### src/rtl/spi_bus_bridge.sv
// spi_bus_bridge: turns a synchronized SPI byte stream (cmd, addr_hi, addr_lo, data...) into single-byte Wishbone cycles; err_o is a sticky timeout/overrun flag, busy_o is high while CS is asserted or a bus cycle is in flight.
module spi_bus_bridge #(
  parameter int ADDR_WIDTH     = 17,
  parameter int TIMEOUT_CYCLES = 255
) (
  input  logic                  wb_clk_i,
  input  logic                  wb_rst_i,
  input  logic                  spi_cs_ni,
  input  logic                  spi_strobe_i,
  input  logic [7:0]            spi_data_i,
  output logic [7:0]            spi_data_o,
  output logic                  wb_cyc_o,
  output logic                  wb_stb_o,
  output logic                  wb_we_o,
  output logic [ADDR_WIDTH-1:0] wb_addr_o,
  output logic [7:0]            wb_data_o,
  input  logic [7:0]            wb_data_i,
  input  logic                  wb_ack_i,
  output logic                  busy_o,
  output logic                  err_o
);
  localparam int CW = $clog2(TIMEOUT_CYCLES + 1);
  typedef enum logic [2:0] {CMD, ADDR_HI, ADDR_LO, WDATA, RDATA, BUS} state_t;
  state_t                state_q, state_d;
  logic [2:0]            cs_sync_q, cs_sync_d, st_sync_q, st_sync_d;
  logic                  rd_q, rd_d, inc_q, inc_d, err_q, err_d;
  logic [ADDR_WIDTH-1:0] addr_q, addr_d;
  logic [7:0]            wdat_q, wdat_d, tx_q, tx_d;
  logic [CW-1:0]         cnt_q, cnt_d;
  logic                  cs_off, cs_fall, ev, to, done;
  logic [16:0]           a;
  assign cs_sync_d = {cs_sync_q[1:0], spi_cs_ni};
  assign st_sync_d = {st_sync_q[1:0], spi_strobe_i};
  assign cs_off    = cs_sync_q[1];
  assign cs_fall   = cs_sync_q[2] & ~cs_sync_q[1];
  assign ev        = st_sync_q[1] & ~st_sync_q[2] & ~cs_off;
  assign to        = cnt_q == CW'(TIMEOUT_CYCLES - 1);
  assign done      = wb_ack_i | to;
  assign a         = 17'(addr_q);
  assign wb_cyc_o   = state_q == BUS;
  assign wb_stb_o   = wb_cyc_o;
  assign wb_we_o    = wb_cyc_o & ~rd_q;
  assign wb_addr_o  = addr_q;
  assign wb_data_o  = wdat_q;
  assign spi_data_o = tx_q;
  assign busy_o     = ~cs_off | wb_cyc_o;
  assign err_o      = err_q;
  always_comb begin
    state_d = state_q;
    rd_d    = rd_q;
    inc_d   = inc_q;
    addr_d  = addr_q;
    wdat_d  = wdat_q;
    tx_d    = tx_q;
    cnt_d   = '0;
    err_d   = cs_fall ? 1'b0 : err_q;
    case (state_q)
      CMD: begin
        tx_d = '0;
        if (ev) begin
          rd_d    = spi_data_i[7];
          inc_d   = spi_data_i[6];
          addr_d  = ADDR_WIDTH'({spi_data_i[0], 16'h0000});
          state_d = ADDR_HI;
        end
      end
      ADDR_HI: if (ev) begin
        addr_d  = ADDR_WIDTH'({a[16], spi_data_i, a[7:0]});
        state_d = ADDR_LO;
      end
      ADDR_LO: if (ev) begin
        addr_d  = ADDR_WIDTH'({a[16:8], spi_data_i});
        state_d = rd_q ? BUS : WDATA;
      end
      WDATA: if (ev) begin
        wdat_d  = spi_data_i;
        state_d = BUS;
      end
      RDATA: if (ev) state_d = BUS;
      BUS: begin
        cnt_d = cnt_q + 1'b1;
        if (ev || (to && !wb_ack_i)) err_d = 1'b1;
        if (done) begin
          if (rd_q) tx_d = wb_ack_i ? wb_data_i : 8'hFF;
          if (inc_q) addr_d = addr_q + 1'b1;
          state_d = cs_off ? CMD : (rd_q ? RDATA : WDATA);
        end
      end
      default: state_d = CMD;
    endcase
    if (cs_off && state_q != BUS) state_d = CMD;
  end
  always_ff @(posedge wb_clk_i) begin
    if (wb_rst_i) begin
      state_q   <= CMD;
      cs_sync_q <= '1;
      st_sync_q <= '0;
      rd_q      <= 1'b0;
      inc_q     <= 1'b0;
      err_q     <= 1'b0;
      addr_q    <= '0;
      wdat_q    <= '0;
      tx_q      <= '0;
      cnt_q     <= '0;
    end else begin
      state_q   <= state_d;
      cs_sync_q <= cs_sync_d;
      st_sync_q <= st_sync_d;
      rd_q      <= rd_d;
      inc_q     <= inc_d;
      err_q     <= err_d;
      addr_q    <= addr_d;
      wdat_q    <= wdat_d;
      tx_q      <= tx_d;
      cnt_q     <= cnt_d;
    end
  end
endmodule

### config.mk
export PLATFORM = sky130hd
export DESIGN_NAME = spi_bus_bridge
export DESIGN_NICKNAME = d
export VERILOG_FILES = /design/src/rtl/spi_bus_bridge.sv
export SDC_FILE = /design/constraint.sdc
export NUM_CORES = 1
export LEC_CHECK = 0
export ABC_AREA = 0
export BUFFER_PORTS_ARGS = -buffer_cell sky130_fd_sc_hd__buf_4
export CORE_UTILIZATION = 48
export DETAILED_ROUTE_END_ITERATION = 6
export GPL_TIMING_DRIVEN = 0
export PLACE_DENSITY = 0.75
export SYNTH_ARGS = -nofsm -noshare
export SYNTH_HDL_FRONTEND = slang
export SYNTH_SLANG_ARGS = --single-unit
### constraint.sdc
create_clock -name wb_clk_i -period 1.5 [get_ports wb_clk_i]
set_input_delay 0.15 -clock wb_clk_i [delete_from_list [all_inputs] [get_ports wb_clk_i]]
set_output_delay 0.15 -clock wb_clk_i [all_outputs]
set_load 0.03 [all_outputs]
======== Yosys cells after proc, flatten, opt, wreduce, memory -nomap -nowiden ========
Index checks and enable logic that the tools add are counted.
word-level totals
  bits in registers ....................... 53
  output and inout bits ................... 38
  word-level logic and storage cells ...... 80
  bits of input ports ..................... 21
operators by class
  reduce and logical (&&, ||, !) cells .... 18
  multiplexer cells ....................... 22
  equality and inequality tests ........... 14
  $add $sub $neg .......................... 2
  bitwise gates (word level) .............. 12
operators by type and width
  operator                                                               number
  17-bit case mux with 4 select lines                                    1
  17-bit 2-to-1 mux                                                      3
  8-bit 2-to-1 mux                                                       4
  3-bit 2-to-1 mux                                                       8
  6-bit AND reduction                                                    3
  17-bit by 1-bit adder with 17-bit output, second input constant        1
  16-bit 2-to-1 mux                                                      1
  8-bit case mux with 2 select lines                                     1
  3-bit case mux with 5 select lines                                     1
  8-bit by 1-bit adder with 8-bit output, second input constant          1
  8-bit equality test, second input constant                             1
  2-bit by 1-bit != test with 1-bit output, second input constant        4
  3-bit by 2-bit equality test with 1-bit output, second input constant  2
  3-bit equality test, second input constant                             2
  2-bit != test, second input constant                                   3
  1-bit inverter                                                         6
  3-bit nonzero test                                                     2
  2-bit OR reduction                                                     3
  5-bit AND reduction                                                    1
  1-bit AND                                                              4
  2-bit AND reduction                                                    2
  3-bit by 1-bit equality test with 1-bit output, second input constant  1
  3-bit zero test                                                        1
  1-bit 2-to-1 mux                                                       3
  other kinds (7)                                                        9

======== Depth between registers and ports, before layout ========
  word-level depth ........................ 6
  depth in mapped cells ................... 7
  gate-level depth less buffers ........... 6

======== Worst setup path after synthesis ========
Ideal clock, no wire load.
  path type ............................... reg-to-reg
  start point ............................. register addr_q[0], in the netlist wb_addr_o[0]
  end point ............................... register addr_q[14], in the netlist wb_addr_o[14]
  stages on the path, launching flop included .. 7
  path buffers ............................ 0
  arrival time ............................ 1.705 ns
  data required time ...................... 1.378 ns
  period minus slack after synthesis ...... 1.826 ns
  library setup time ...................... 0.122 ns
  setup slack ............................. -0.326 ns
  cell sequence ........................... dfxtp_1 > ha_1 > nand4_1 > nor3_1 > and4_1 > o21ai_0 > a221o_1
on the way
  longest elaborated chain between the ends .. 4
RTL lines
  item                                      line  text
  start, declared                           27    logic [ADDR_WIDTH-1:0] addr_q, addr_d;
  start signal, assigned                    112   addr_q <= addr_d;
  17-bit by 1-bit adder with 17-bit output  85    if (inc_q) addr_d = addr_q + 1'b1;
  17-bit 2-to-1 mux                         85
  17-bit 2-to-1 mux                         83    if (done) begin
  17-bit case mux with 4 select lines       57    case (state_q)
Every way passes these cells. The select of a mux whose other input is x is not followed.
A chain may end at the register's enable or synchronous reset.

======== Worst setup path in the final report ========
  start point ............................. register state_q[1]
  end point ............................... register addr_q[11], in the netlist wb_addr_o[11]
on the way
  longest elaborated chain between the ends .. 3
  elaborated cells between the ends (all ways) .. 12
  those cells by class .................... 7 x eq/ne; 1 x mux; 1 x bitwise; 3 x reduce/logical
RTL lines
  item                                                                        line  text
  start, declared                                                             24    state_t state_q, state_d;
  start signal, assigned                                                      106   state_q <= state_d;
  3-bit equality test (tied with other cells)                                 57
  2-bit by 1-bit != test with 1-bit output (no line) (tied with other cells)  -
  6-bit AND reduction (no line)                                               -
Several ways; a longest one is shown, not always the timed one.

==> results_dict.tcl <==
set metrics [dict create \
    ir_drop_mv 0.565 \
    syn_area_um2 2620 \
    wl_per_cell_um 18.3 \
    crit_path_start_kind "register" \
    ys.warnings.count 0 \
    ys_ff_latch 53 \
    layout_min_cycle_time_ns 1.70 \
    area_delta_synth_final_pct 49.1 \
    multi_input_area_um2 1690 \
    cap_viol_max_count 0 \
    die_height_um 75.9 \
    end_kind "register" \
    grt_pass1_vias 2473 \
    path_clk_slew_ns 0.10 \
    worst_clock_skew_ns 0.00910 \
    vias 2773 \
    pwr-share-seq_pct 53.6 \
    cp.arrival_ns 1.97 \
    overflow 0 \
    status "finished, violations left" \
    clkPwrFrac_pct 39.3 \
    cts_buffers 5 \
    drcViolationCount 0 \
    fillers 381 \
    core_area_um2 5170 \
    tightest_slew_ns 0.681 \
    drt_wl_total_um 8600 \
    antennaDiodeCount 0 \
    combPwrFrac_pct 7.0 \
    htreeDepth 2 \
    ctsRootBufferMaster "clkbuf_8" \
    ys.flop_type "dfxtp_1" \
    synth_nets 319 \
    path_max_fanout 10 \
    critical_path.top_delay_family "compound AO/OA/AOI/OAI gates" \
    avgViaCountPerCell 5.91 \
    portBuffers 58 \
    dieArea_um2 5760 \
    holdWs_ns 0.0210 \
    place_hpwl_um 4870 \
    hold_viol_final 0 \
    first_pass_iters 5 \
    cts_buffer_depth 2 \
    p_sw_uw 608 \
    ioPinCount 59 \
    swShare_pct 23.0 \
    fmax_mhz 588 \
    drive_gt1_share_pct 49.1 \
    placedCellCount 423 \
    crit_type "register to register" \
    synthArstFlopShare_pct 0 \
    dieWidth_um 75.9 \
    post-route-period-util_pct 113 \
    tritoncts "yes" \
    final_cells 469 \
    yosysSeqAreaShare_pct 40.5 \
    cp.buffers_inverters 3 \
    seq_area_um2 1100 \
    final_antenna_net_count 0 \
    intPower_mw 2.04 \
    crit_chain "buf_2 > inv_1 > a31oi_2 > o21ai_4 > buf_4 > o211ai_1 > a22o_1" \
    nets 422 \
    rsz0062_at_grt "true" \
    violations "setup timing" \
    drt_iter0_drc 287 \
    power.total_mw 2.64 \
    max_stage_delay_ns 0.35 \
    synth_edf_count 0 \
    syn_area_per_cell_um2 8.88 \
    slew_headroom_pct 54.6 \
    ys_types 61 \
    grt_max_degree 17 \
    min_path_type "input port to register" \
    grt_antenna_before_repair 0 \
    maxSlewViolCount 0 \
    p_leak_nw 1.63 \
    rows 26 \
    p_per_area_nw_per_um2 677 \
    place.gp.congestion 0.847 \
    critPathRequiredTime_ns 1.77 \
    cts.sinks 53 \
    setup_violations 23 \
    grtUsageTotal_pct 27.8 \
    utilization_pct 75.5 \
    start_util_pct 50.6 \
    grt_pass1_wl_um 11800 \
    fin_ws_ns -0.202 \
    clock_latency_ns 0.31 \
    netlist_instances 295 \
    slowest_stage "dfxtp_1" \
]
==> sequential cells by signal, indices dropped and copies added, names as in the netlist <==
register,cells
cnt_q,8
cs_sync_q,3
err_o,1
inc_q,1
rd_q,1
spi_data_o,8
st_sync_q,3
state_q,3
wb_addr_o,17
wb_data_o,8
==> path summary, 6_finish.rpt <==
path | startpoint | end | slack, ns | depth (start not counted)
max reg2reg | state_q[1] | wb_addr_o[11] | -0.20 | 7
max | state_q[1] | wb_addr_o[11] | -0.20 | 7
min reg2reg | cs_sync_q[0] | cs_sync_q[1] | 0.42 | 1
min | spi_cs_ni | cs_sync_q[0] | 0.02 | 2
==> power groups by stage <==
stage	Sequential (mW)	Combinational, mW	Clock [mW]
CTS	1.42	0.171	1.04
finish	1.42	0.186	1.04
floorplan	1.46	0.0640	0
global placement	1.46	0.147	0
global route	1.42	0.196	1.10
detailed placement	1.46	0.150	0
==> cells in the final DEF, fill, tap and decap left out, drive strengths merged, types with 2 or more instances in the layout <==
cell type  count
a221oi         4
nor4           3
o21ai         22
mux2i          8
a32o           4
nand3b         2
a41o           2
dfxtp         53
clkbuf        12
nand4          7
xnor2          4
and4           3
a31oi          3
ha             3
a21oi         20
nor3           9
or2            2
inv            7
a221o          6
xor2           5
or3            2
buf          103
and3           6
nor2          37
nand3         14
nor2b          3
nand2         24
nor3b          8
a22o           2
nand2b         3
==> stage by stage <==
| step | setup slack [ns] | cell area [um2] | TNS [ns] |
|---|---|---|---|
| floorplan | -0.0125 | 2660 | -0.0229 |
| global placement | -0.269 | 3180 | -4.22 |
| detailed placement | -0.273 | 3180 | -4.92 |
| CTS | -0.113 | 3690 | -1.03 |
| global route | -0.247 | 3900 | -3.31 |
| finish | -0.202 | 3900 | -1.66 |
==> per-layer routing <==
layer,GRT usage (%),routed length [um],part of all wire (%),up-vias
met4,12.1,293,3.4,0
met2,47.6,4170,49,148
li1,-,-,-,1293
met1,33.8,3410,40,1304
met5,0,0,0,-
met3,5.69,721,8.4,28
==> kinds of logic (layout without fill, tap and decap cells) <==
group | after synthesis | in the layout | synth area share, %
buf+inv | 21 | 124 | 3.63
xor+xnor | 9 | 9 | 3.01
flops | 53 | 53 | 40.5
fa+ha+maj | 3 | 3 | 1.43
mux | 8 | 8 | 3.06
simple gates | 124 | 125 | 25.7
compound gates | 77 | 77 | 22.7
==> worst reg2reg max path, cell delays in order, from the launching register on <==
cell and delay [ns]:
dfxtp_1 0.35, buf_2 0.24, inv_1 0.16, a31oi_2 0.32, o21ai_4 0.16, buf_4 0.18, o211ai_1 0.10, a22o_1 0.15
==> synth_stat cells (2+ instances only) <==
cell	count	area share, %
buf_4	2	0.57
nand4_1	7	1.7
ha_1	3	1.4
nor3b_2	2	0.96
or2_2	2	0.48
or3_1	2	0.48
clkbuf_1	5	0.72
xor2_1	5	1.7
buf_2	7	1.3
nor2_1	35	5.0
o21ai_0	20	3.8
mux2i_1	8	3.1
nand2b_1	3	0.72
nor3_1	8	1.5
nor4_1	3	0.72
and4_1	2	0.67
a31oi_1	2	0.48
a21oi_1	20	3.8
nand2_1	23	3.3
inv_1	6	0.86
nor3b_1	6	1.7
and3_1	5	1.2
nand3_1	13	2.5
dfxtp_1	53	41
nor2b_1	3	0.72
a32o_1	4	1.5
a221o_1	5	1.9
xnor2_1	4	1.3
a221oi_1	4	1.3
a22o_1	2	0.67
==> area by class of cell <==
class / instances / area share [%]
buffer: 13 / 2.37
clock inverter: 2 / 0.929
sequential: 53 / 28.3
multi-input combinational: 222 / 43.4
timing repair buffer: 96 / 19.7
clock buffer: 6 / 2.12
tap: 70 / 2.24
inverter: 7 / 0.962
==> repair_timing <==
item                                    4_1_cts  5_1_grt
buffers inserted                             24       13
hold buffers                                  0        0
hold endpoints to repair                      0        0
endpoints found under the setup margin       40       39
gates resized for setup                      55       41
pin swaps                                    19       19
cloned                                        0        2
Note: power is estimated with default switching activity, not from simulation.
